### config.mk
export PLATFORM = sky130hd
export DESIGN_NAME = uart_tx_ctrl_flat
export DESIGN_NICKNAME = d
export VERILOG_FILES = /design/src/rtl/uart_tx_ctrl_if.sv /design/src/rtl/uart_tx_ctrl.sv /design/src/flat_wrapper.sv
export SDC_FILE = /design/constraint.sdc
export NUM_CORES = 1
export LEC_CHECK = 0
export CORE_MARGIN = 1
export CORE_UTILIZATION = 47
export CTS_CLUSTER_SIZE = 25
export DETAILED_ROUTE_END_ITERATION = 12
export GPL_TIMING_DRIVEN = 1
export PLACE_DENSITY = 0.72
export SYNTH_ARGS = -nofsm -noshare
export SYNTH_HDL_FRONTEND = slang
export SYNTH_SLANG_ARGS = --single-unit
### constraint.sdc
create_clock -name clk -period 2.35 [get_ports clk]
set_input_delay 0.235 -clock clk [delete_from_list [all_inputs] [get_ports clk]]
set_output_delay 0.235 -clock clk [all_outputs]
set_load 0.1 [all_outputs]
### src/rtl/uart_tx_ctrl_if.sv
// ---------------------------------------------------------------------------
// uart_tx_ctrl_if
// Bundles the request side and the mux-control side of the UART TX
// sequencer.
//   master : drives the frame request (tx_start, tx_data, parity_en,
//            parity_odd) and observes the mux controls.
//   slave  : the sequencer; consumes the request and drives sel, en,
//            data_bit, parity_bit, busy and done.
// ---------------------------------------------------------------------------
interface uart_tx_ctrl_if #(
  parameter int DATA_BITS = 8
);
  logic                 tx_start;
  logic [DATA_BITS-1:0] tx_data;
  logic                 parity_en;
  logic                 parity_odd;
  logic [1:0]           sel;
  logic                 en;
  logic                 data_bit;
  logic                 parity_bit;
  logic                 busy;
  logic                 done;

  modport master (
    output tx_start, tx_data, parity_en, parity_odd,
    input  sel, en, data_bit, parity_bit, busy, done
  );

  modport slave (
    input  tx_start, tx_data, parity_en, parity_odd,
    output sel, en, data_bit, parity_bit, busy, done
  );
endinterface

### src/rtl/uart_tx_ctrl.sv
// ---------------------------------------------------------------------------
// uart_tx_ctrl
// Transmit-side sequencer for a UART output built from a 4:1 line mux
// (in_0 = 0 start, in_1 = data_bit, in_2 = parity_bit, in_3 = 1 stop/idle).
// Latches a byte on an accepted request, paces it at CLKS_PER_BIT clocks per
// bit and walks START -> DATA -> [PARITY] -> STOP.
// Ports:
//   clk  : system clock, rising edge
//   rst  : synchronous, active-high reset
//   bus  : uart_tx_ctrl_if.slave
//            tx_start/tx_data/parity_en/parity_odd in, sampled in IDLE only
//            sel  (Gray: 00 START, 01 DATA, 11 PARITY, 10 STOP/IDLE)
//            en, data_bit (LSB first), parity_bit, busy, done out
// ---------------------------------------------------------------------------
module uart_tx_ctrl #(
  parameter int CLKS_PER_BIT = 16,
  parameter int DATA_BITS    = 8,
  parameter int STOP_BITS    = 1
) (
  input  logic           clk,
  input  logic           rst,
  uart_tx_ctrl_if.slave  bus
);

  localparam int CNT_W = $clog2(CLKS_PER_BIT);
  localparam int BIT_W = $clog2(DATA_BITS);
  localparam logic [CNT_W-1:0] CNT_LAST  = CNT_W'(CLKS_PER_BIT - 1);
  localparam logic [BIT_W-1:0] BIT_LAST  = BIT_W'(DATA_BITS - 1);
  localparam logic             STOP_LAST = 1'(STOP_BITS - 1);

  typedef enum logic [2:0] {
    S_IDLE   = 3'd0,
    S_START  = 3'd1,
    S_DATA   = 3'd2,
    S_PARITY = 3'd3,
    S_STOP   = 3'd4
  } state_t;

  state_t               r_state;
  state_t               w_next;
  logic                 r_en;
  logic [CNT_W-1:0]     r_cnt;
  logic [BIT_W-1:0]     r_bit_idx;
  logic                 r_stop_idx;
  logic [DATA_BITS-1:0] r_shreg;
  logic                 r_par_en;
  logic                 r_parity;

  logic                 w_accept;
  logic                 w_bit_end;
  logic                 w_last_data;
  logic                 w_last_stop;
  logic [1:0]           w_sel;
  logic                 w_data_bit;
  logic                 w_busy;
  logic                 w_done;

  // Even parity is the XOR of the payload; odd parity is its complement.
  function automatic logic calc_parity(input logic [DATA_BITS-1:0] d,
                                       input logic odd);
    return (^d) ^ odd;
  endfunction

  assign w_accept    = (r_state == S_IDLE) && bus.tx_start;
  assign w_bit_end   = (r_cnt == CNT_LAST);
  assign w_last_data = w_bit_end && (r_bit_idx == BIT_LAST);
  assign w_last_stop = w_bit_end && (r_stop_idx == STOP_LAST);

  // State register
  always_ff @(posedge clk) begin
    if (rst) r_state <= S_IDLE;
    else     r_state <= w_next;
  end

  // Next-state logic
  always_comb begin
    w_next = r_state;
    case (r_state)
      S_IDLE:   if (bus.tx_start) w_next = S_START;
      S_START:  if (w_bit_end)    w_next = S_DATA;
      S_DATA:   if (w_last_data)  w_next = r_par_en ? S_PARITY : S_STOP;
      S_PARITY: if (w_bit_end)    w_next = S_STOP;
      S_STOP:   if (w_last_stop)  w_next = S_IDLE;
      default:                    w_next = S_IDLE;
    endcase
  end

  // Output logic; the mux select is a pure function of state so it can only
  // move between Gray-adjacent codes, except DATA->STOP when parity is off.
  always_comb begin
    w_sel      = 2'b10;
    w_data_bit = 1'b1;
    w_busy     = (r_state != S_IDLE);
    w_done     = 1'b0;
    case (r_state)
      S_START:  w_sel = 2'b00;
      S_DATA: begin
        w_sel      = 2'b01;
        w_data_bit = r_shreg[0];
      end
      S_PARITY: w_sel = 2'b11;
      S_STOP: begin
        w_sel  = 2'b10;
        w_done = w_last_stop;
      end
      default:  w_sel = 2'b10;
    endcase
  end

  // Control registers: bit timing, bit/stop indices, latched frame options.
  always_ff @(posedge clk) begin
    if (rst) begin
      r_en       <= 1'b0;
      r_cnt      <= '0;
      r_bit_idx  <= '0;
      r_stop_idx <= 1'b0;
      r_par_en   <= 1'b0;
      r_parity   <= 1'b0;
    end else begin
      r_en <= 1'b1;
      if (w_accept) begin
        r_cnt      <= '0;
        r_bit_idx  <= '0;
        r_stop_idx <= 1'b0;
        r_par_en   <= bus.parity_en;
        r_parity   <= calc_parity(bus.tx_data, bus.parity_odd);
      end else if (r_state != S_IDLE) begin
        r_cnt <= w_bit_end ? '0 : r_cnt + CNT_W'(1);
        if ((r_state == S_DATA) && w_bit_end) r_bit_idx  <= r_bit_idx + BIT_W'(1);
        if ((r_state == S_STOP) && w_bit_end) r_stop_idx <= r_stop_idx + 1'b1;
      end
    end
  end

  // Payload shift register; it is only observed during DATA, so it needs no reset.
  always_ff @(posedge clk) begin
    if (w_accept)
      r_shreg <= bus.tx_data;
    else if ((r_state == S_DATA) && w_bit_end)
      r_shreg <= {1'b0, r_shreg[DATA_BITS-1:1]};
  end

  assign bus.sel        = w_sel;
  assign bus.en         = r_en;
  assign bus.data_bit   = w_data_bit;
  assign bus.parity_bit = r_parity;
  assign bus.busy       = w_busy;
  assign bus.done       = w_done;

endmodule

### src/flat_wrapper.sv
// flat-port wrapper written by rule: the top's interface ports become plain ports
module uart_tx_ctrl_flat 
#(
  parameter int CLKS_PER_BIT = 16,
  parameter int DATA_BITS    = 8,
  parameter int STOP_BITS    = 1
)
  (clk, rst, bus_tx_start, bus_tx_data, bus_parity_en, bus_parity_odd, bus_sel, bus_en, bus_data_bit, bus_parity_bit, bus_busy, bus_done);
  uart_tx_ctrl_if #(.DATA_BITS(DATA_BITS)) bus_i ();
  input  logic clk;
  input  logic rst;
  input wire logic [$bits(bus_i.tx_start)-1:0] bus_tx_start;
  input wire logic [$bits(bus_i.tx_data)-1:0] bus_tx_data;
  input wire logic [$bits(bus_i.parity_en)-1:0] bus_parity_en;
  input wire logic [$bits(bus_i.parity_odd)-1:0] bus_parity_odd;
  output wire logic [$bits(bus_i.sel)-1:0] bus_sel;
  output wire logic [$bits(bus_i.en)-1:0] bus_en;
  output wire logic [$bits(bus_i.data_bit)-1:0] bus_data_bit;
  output wire logic [$bits(bus_i.parity_bit)-1:0] bus_parity_bit;
  output wire logic [$bits(bus_i.busy)-1:0] bus_busy;
  output wire logic [$bits(bus_i.done)-1:0] bus_done;
  assign bus_i.tx_start = bus_tx_start;
  assign bus_i.tx_data = bus_tx_data;
  assign bus_i.parity_en = bus_parity_en;
  assign bus_i.parity_odd = bus_parity_odd;
  assign bus_sel = bus_i.sel;
  assign bus_en = bus_i.en;
  assign bus_data_bit = bus_i.data_bit;
  assign bus_parity_bit = bus_i.parity_bit;
  assign bus_busy = bus_i.busy;
  assign bus_done = bus_i.done;
  uart_tx_ctrl #(.CLKS_PER_BIT(CLKS_PER_BIT), .DATA_BITS(DATA_BITS), .STOP_BITS(STOP_BITS)) u_core (.clk(clk), .rst(rst), .bus(bus_i));
endmodule
-- Word-level counts from Yosys, hierarchy flattened
Index checks and enable logic that the tools add are counted.
- register bits: 22
- logic and storage cells: 51
- multiplexer cells: 14
- eq/ne operators: 11
- bitwise logic cells: 2
- reduce and logical (&&, ||, !) cells: 13
- $add $sub $neg: 3
- operators with widths (cell ; number):
    $mux W3 ; 6
    $mux W8 ; 2
    $pmux W3 S5 ; 1
    $ne A2 B1 Y1 const B ; 4
    $reduce_xor A8 Y1 ; 1
    $eq A3 B2 Y1 const B ; 2
    $eq A3 B3 Y1 const B ; 2
    $pmux W2 S3 ; 1
    $logic_and A1 B1 Y1 ; 5
    $reduce_and A5 Y1 ; 1
    $add A4 B1 Y4 const B ; 1
    $eq A4 B4 Y1 const B ; 1
    $mux W4 ; 1
    $reduce_and A2 Y1 ; 2
    $add A3 B1 Y3 const B ; 1
    $eq A3 B1 Y1 const B ; 1
    $logic_not A3 Y1 ; 1
    $mux W1 ; 3
    $reduce_bool A3 Y1 ; 1
    $ne A2 B2 Y1 const B ; 1
    $reduce_bool A2 Y1 ; 1
    $reduce_or A2 Y1 ; 1
    $add A1 B1 Y1 const B ; 1
    $not A1 Y1 ; 1
    $xor A1 B1 Y1 ; 1

-- Logic depth before layout (Yosys ltp)
Gate-level depths: netlist of the first run.
- depth in word-level cells: 4
- depth in mapped cells: 6
- gate-level depth less buffers: 6

-- Worst setup path before layout of the first run
Ideal clock, no wire load.
- kind: reg-to-output
- from: register u_core.r_cnt[0]
- to: output port bus_done
- slack: -0.151 ns
- data arrival time: 2.266 ns
- stages on the path, launching flop included: 6
- cell sequence: dfxtp_1 -> ha_1 -> and3_1 -> clkbuf_1 -> nand3_1 -> nor2_1
- cells in the longest elaborated chain, start to end: 3
- RTL lines (what ; line ; RTL):
    start, declared ; uart_tx_ctrl.sv:42 ; logic [CNT_W-1:0] r_cnt;
    start signal, assigned ; uart_tx_ctrl.sv:128 ; r_cnt <= w_bit_end ? '0 : r_cnt + CNT_W'(1);
    $eq A4 B4 Y1 ; uart_tx_ctrl.sv:65 ; assign w_bit_end = (r_cnt == CNT_LAST);
    $logic_and A1 B1 Y1 ; uart_tx_ctrl.sv:67 ; assign w_last_stop = w_bit_end && (r_stop_idx == STOP_LAST);
    $mux W1 ; uart_tx_ctrl.sv:95 ; case (r_state)
    end, declared ; flat_wrapper.sv:21 ; output wire logic [$bits(bus_i.done)-1:0] bus_done;
No other way between the ends.

-- Worst setup path in the final report of the first run
Same ends and word-level chain as after synthesis.

==> flow_metrics.env, run 1 <==
export IMPL_ir_drop_mv=0.397
export IMPL_cts_sinks=22
export IMPL_power_density_nw_per_um2=562
export IMPL_place_port_buffers=19
export IMPL_via_per_inst=5.53
export IMPL_clock_tree_buffer_depth=2
export IMPL_diodes=0
export IMPL_synth_main_ff_cell="dfxtp_1"
export IMPL_fmax_ghz=0.506
export IMPL_worstPathArrival_ns=1.74
export IMPL_synth_most_common_cell="dfxtp_1"
export IMPL_drt_total_wl_um=2210
export IMPL_globalRoute_totalOverflow=0
export IMPL_antenna_found_initial=0
export IMPL_hp_class="in2reg"
export IMPL_r2r_end="u_core.r_shreg[1]"
export IMPL_fin_skew_ns=0.0121
export IMPL_ys_ff_latch=22
export IMPL_synth_top_area_frac=0.240
export IMPL_hold_viol=0
export IMPL_grt_max_degree=13
export IMPL_maxCapViolations=0
export IMPL_setup_worst_path_start_class="flop"
export IMPL_wl_per_cell_um=13.8
export IMPL_synth_edf_count=8
export IMPL_crit_required_ns=2.12
export IMPL_ff2ff_path_depth=2
export IMPL_synth_common_cells="dfxtp_1 (14), nand2_1 (12), a21oi_1 (9), edfxtp_1 (8), nand3_1 (7)"
export IMPL_core_um2=2280
export IMPL_min_period_over_period=0.841
export IMPL_grt_pass1_wl_um=3770
export IMPL_dpl_hpwl_um=1650
export IMPL_cts_hold_buf=0
export IMPL_cts_tree="built"
export IMPL_drcViolationCount=0
export IMPL_h_tree_depth=1
export IMPL_p_total_uw=785
export IMPL_drt_iter0_markers=16
export IMPL_crit_type="reg2out"
export IMPL_pre_cts_slack_ns=0.338
export IMPL_place_gp_congestion=0.877
export IMPL_crit_path_end_kind="output port"
export IMPL_ys_async_sr_fraction=0
export IMPL_ctsResizeCount=0
export IMPL_setup_violations=0
export IMPL_rsz0062_at_grt="no"
export IMPL_r2r_start="u_core.r_state[2]"
export IMPL_n_fill_cell=196
export IMPL_die_w_um=51.9
export IMPL_maxSlewHeadroom=0.764
export IMPL_drv_slew=0
export IMPL_ys_types=38
export IMPL_seq_area_frac_synth=0.445
export IMPL_dieHeight_um=51.9
export IMPL_grt_pass1_vias=877
export IMPL_ys_warnings_count=0
export IMPL_die_area_um2=2690
export IMPL_syn_area_um2=1170
export IMPL_areaGrowthSynthToFinish_pct=19.5
export IMPL_synth_area_leader_cell="dfxtp_1"
export IMPL_num_vias=885
export IMPL_clockRootBuffer="clkbuf_4"
export IMPL_whs_path_depth=3
export IMPL_grt_usage=0.193
export IMPL_start_util=0.514
export IMPL_layout_nets=149
export IMPL_fin_tns_setup_ns=0
export IMPL_clk_latency_ns=0.31
export IMPL_fin_crit_ns=1.98
export IMPL_syn_avg_cell_area_um2=10.4
export IMPL_p_leak_uw=0.000545
export IMPL_rows=17
export IMPL_critPathMaxFanout=6
export IMPL_tightest_slew_ns=0.354
export IMPL_ioPinCount=20
export IMPL_firstDrtPassIters=4
export IMPL_final_layout_size_suffix_gt1_frac=0.197
export IMPL_r2r_setup_slack_ns=0.58
export IMPL_layout_setup_ws_ns=0.375
export IMPL_status="finished, final reports clean"
export IMPL_cts_clk_slew_worst_paths_ns=0.13
export IMPL_drtAntennaViolNets=0
export IMPL_synth_nets=128
export IMPL_syn_inst=112
export IMPL_cts_buffers=3
export IMPL_yosys_top_cells_area="dfxtp_1 (24%), edfxtp_1 (21%), mux2_4 (6.4%), xor2_1 (4.5%), a21oi_1 (3.9%)"
export IMPL_min_from="bus_parity_en"
export IMPL_min_to="u_core.r_par_en"
export IMPL_post_cts_buffers=0
[worst max-delay path by stage]
stage	slack [ns]	cells after the start	to	from
floorplan	0.29	2	bus_sel[0]	u_core.r_state[1]
detailed placement	0.34	3	u_core.r_shreg[2]	bus_tx_start
finish	0.37	5	bus_done	u_core.r_cnt[0]
global placement	0.39	3	u_core.r_shreg[0]	bus_tx_start
global route	0.21	5	bus_done	u_core.r_cnt[0]
CTS	0.36	5	bus_done	u_core.r_cnt[0]
[critical path, stage by stage, from the launching register on]
cell and delay [ns]:
dfxtp_1 0.40, ha_1 0.24, and3_1 0.29, nand3_1 0.16, nor2_2 0.16, buf_12 0.19
[metrics by stage]
stage / instance area (um^2) / hold slack [ns] / cells / utilization
after global routing: 1400 / 0.498 / 160 / 0.614
after detailed placement: 1370 / 0.453 / 156 / 0.603
final: 1400 / 0.468 / 160 / 0.614
after floorplan: 1170 / 0.304 / 112 / -
after global placement: 1370 / 0.446 / 156 / 0.603
after CTS: 1400 / 0.470 / 160 / 0.614
[kinds of logic (layout without fill, tap and decap cells)]
kind of cell | after synthesis | count (layout) | share of synthesized area
compound gates | 17 | 17 | 0.0973
flops | 22 | 22 | 0.445
xor+xnor | 10 | 10 | 0.0866
fa+ha+maj | 3 | 3 | 0.0321
buf+inv | 9 | 29 | 0.0438
mux | 7 | 7 | 0.0834
simple gates | 44 | 44 | 0.212
[final cells by class]
class,instances,area [um^2],area share
Tap cell,28,35.0,0.0251
Multi-Input combinational cell,81,601,0.430
Sequential cell,22,520,0.372
Timing Repair Buffer,21,200,0.143
Clock buffer,4,26.3,0.0188
Inverter,4,15.0,0.0107
[layout by cell type, fill, tap and decap left out, types with 2 or more instances in the layout]
cell	count
nand2_1	12
dfxtp_1	14
ha_1	3
nand2b_1	3
buf_4	8
clkdlybuf4s50_1	12
and3_1	2
nor3_1	3
nand3_1	7
xnor2_1	3
clkbuf_4	3
mux2_4	5
inv_1	4
nor2_1	5
edfxtp_1	8
xor2_1	6
a21oi_1	9
mux2_2	2
[routing by layer]
metal  routed length (um)  track usage
met1                 1110        0.266
met2                 1040        0.297
met3                   53       0.0351
met4                    9       0.0721
met5                    0            0
[flip-flops by register name (all words and copies together), names as in the netlist]
name,cells
u_core.bus.en,1
u_core.r_bit_idx,3
u_core.r_cnt,4
u_core.r_state,3
u_core.r_par_en,1
u_core.r_shreg,8
u_core.bus.parity_bit,1
u_core.r_stop_idx,1
[where the power goes]
part	internal, uW	switching (uW)
registers	418	11.5
logic	74.3	101
clock network	66.2	114
total	559	226
(Power assumes the default switching activity.)
==> run 2: changes to the inputs <==
CORE_UTILIZATION = 46   (was 47)
PLACE_DENSITY = 0.74   (was 0.72)
clock period = 1.77 ns   (was 2.35 ns; I/O delays follow)
==> run 2 against run 1 <==
Net effect:
- clock-buffer cell count fell by 1
- power rose by 38%
- global-route usage rose by 3.4 points
- sequential power rose by 32%
==> flow_metrics.env, run 2 (synthesized netlist as in run 1, its figures left out) <==
export IMPL_largest_registers="u_core.r_shreg x8, u_core.r_cnt x4"
export IMPL_dieHeight_um=52.4
export IMPL_areaGrowthSynthToFinish_pct=34.9
export IMPL_grt_pass1_wl_um=4380
export IMPL_antenna_found_initial=0
export IMPL_layout_commonest_cell="buf_4"
export IMPL_fin_cells=170
export IMPL_critPathMaxFanout=8
export IMPL_h_tree_depth=1
export IMPL_diodes=0
export IMPL_min_period_over_period=0.944
export IMPL_core_um2=2300
export IMPL_rows=17
export IMPL_clock_tree_buffer_depth=2
export IMPL_regMostFlops="u_core.r_shreg"
export IMPL_crit_path_end_kind="output port"
export IMPL_maxCapViolations=0
export IMPL_p_total_uw=1090
export IMPL_setup_violations=0
export IMPL_min_from="rst"
export IMPL_cts_sinks=22
export IMPL_ff2ff_path_depth=6
export IMPL_largest_reg_flops=8
export IMPL_die_w_um=52.4
export IMPL_r2r_start="u_core.r_state[1]"
export IMPL_globalRoute_totalOverflow=0
export IMPL_start_util=0.509
export IMPL_drt_iter0_markers=12
export IMPL_cts_buffers=3
export IMPL_grt_max_degree=13
export IMPL_whs_path_depth=2
export IMPL_final_layout_size_suffix_gt1_frac=0.310
export IMPL_layout_nets=159
export IMPL_fin_crit_ns=1.67
export IMPL_clk_latency_ns=0.32
export IMPL_num_vias=949
export IMPL_cts_clk_slew_worst_paths_ns=0.13
export IMPL_r2r_end="u_core.r_state[0]"
export IMPL_status="finished, final reports clean"
export IMPL_placed_cells=164
export IMPL_drv_slew=0
export IMPL_p_leak_uw=0.000604
export IMPL_layout_common_cells="buf_4 (14), nand2_1 (12), clkdlybuf4s50_1 (12), dfxtp_1 (12), a21oi_1 (9)"
export IMPL_firstDrtPassIters=4
export IMPL_dpl_hpwl_um=1880
export IMPL_hold_viol=0
export IMPL_whs_ns=0.432
export IMPL_hp_class="in2reg"
export IMPL_place_port_buffers=19
export IMPL_wl_per_cell_um=15.5
export IMPL_cts_hold_buf=0
export IMPL_clockRootBuffer="clkbuf_4"
export IMPL_power_density_nw_per_um2=688
export IMPL_cts_tree="built"
export IMPL_tightest_slew_ns=0.411
export IMPL_drcViolationCount=0
export IMPL_ir_drop_mv=0.642
export IMPL_grt_usage=0.227
export IMPL_via_per_inst=5.58
export IMPL_fin_skew_ns=0.0168
export IMPL_crit_type="reg2out"
export IMPL_fin_tns_setup_ns=0
export IMPL_drt_total_wl_um=2630
export IMPL_crit_required_ns=1.59
export IMPL_grt_pass1_vias=960
export IMPL_die_area_um2=2750
export IMPL_worstPathArrival_ns=1.49
export IMPL_ioPinCount=20
export IMPL_setup_worst_path_start_class="flop"
export IMPL_drtAntennaViolNets=0
export IMPL_maxSlewHeadroom=0.724
export IMPL_r2r_setup_slack_ns=0.16
export IMPL_fmax_ghz=0.598
export IMPL_min_to="u_core.bus.en"
export IMPL_place_gp_congestion=0.896
[run 2: worst max path at each step]
stage | start | endpoint | slack [ns] | cells after the start
after detailed placement | bus_tx_start | u_core.r_bit_idx[0] | -0.11 | 5
after floorplan | u_core.r_cnt[0] | bus_done | -0.22 | 5
after CTS | u_core.r_cnt[0] | bus_done | 0.008 | 5
after global placement | bus_tx_start | u_core.r_bit_idx[0] | -0.06 | 5
final | u_core.r_state[0] | bus_busy | 0.1 | 4
after global routing | u_core.r_state[1] | u_core.r_state[0] | -0.003 | 6
[run 2: final cells by class]
class / count / area (um^2)
well taps: 28 / 35.0
inverters: 4 / 18.8
repair buffers: 31 / 325
fillers: 184 / 719
clock inverters: 1 / 3.75
clock buffers: 3 / 22.5
flip-flops and latches: 22 / 526
multi-input cells: 81 / 647
[run 2: power by group]
part / switching [uW] / internal, uW
clock network: 154 / 82.5
registers: 12.6 / 555
logic: 154 / 128
total: 320 / 765
[run 2: per-layer routing]
metal / track usage / wire length (um) / up-vias
li1: - / - / 460
met1: 0.264 / 1200 / 464
met2: 0.399 / 1330 / 23
met3: 0.0580 / 90 / 2
met4: 0.0746 / 17 / 0
met5: 0 / 0 / -
[run 2: per-stage QoR]
stage          utilization  worst slack [ns]  cell area [um^2]
6_report             0.687            0.0984              1580
5_1_grt              0.687          -0.00267              1580
4_1_cts              0.673           0.00756              1550
3_5_place_dp         0.650            -0.112              1490
3_3_place_gp         0.650           -0.0613              1490
2_1_floorplan            -            -0.223              1180
[run 2: what timing repair did]
action	4_1_cts	5_1_grt
setup endpoints to repair	1	2
resized for setup	8	3
pin swaps	1	2
hold endpoints to repair	0	0
buffers inserted	0	2
[run 2: worst max-delay path, cell delays in order (launching register included)]
cell        delay [ns]
dfxtp_1           0.34
buf_4             0.17
nor3_4            0.28
clkinvlp_4        0.19
buf_12            0.19
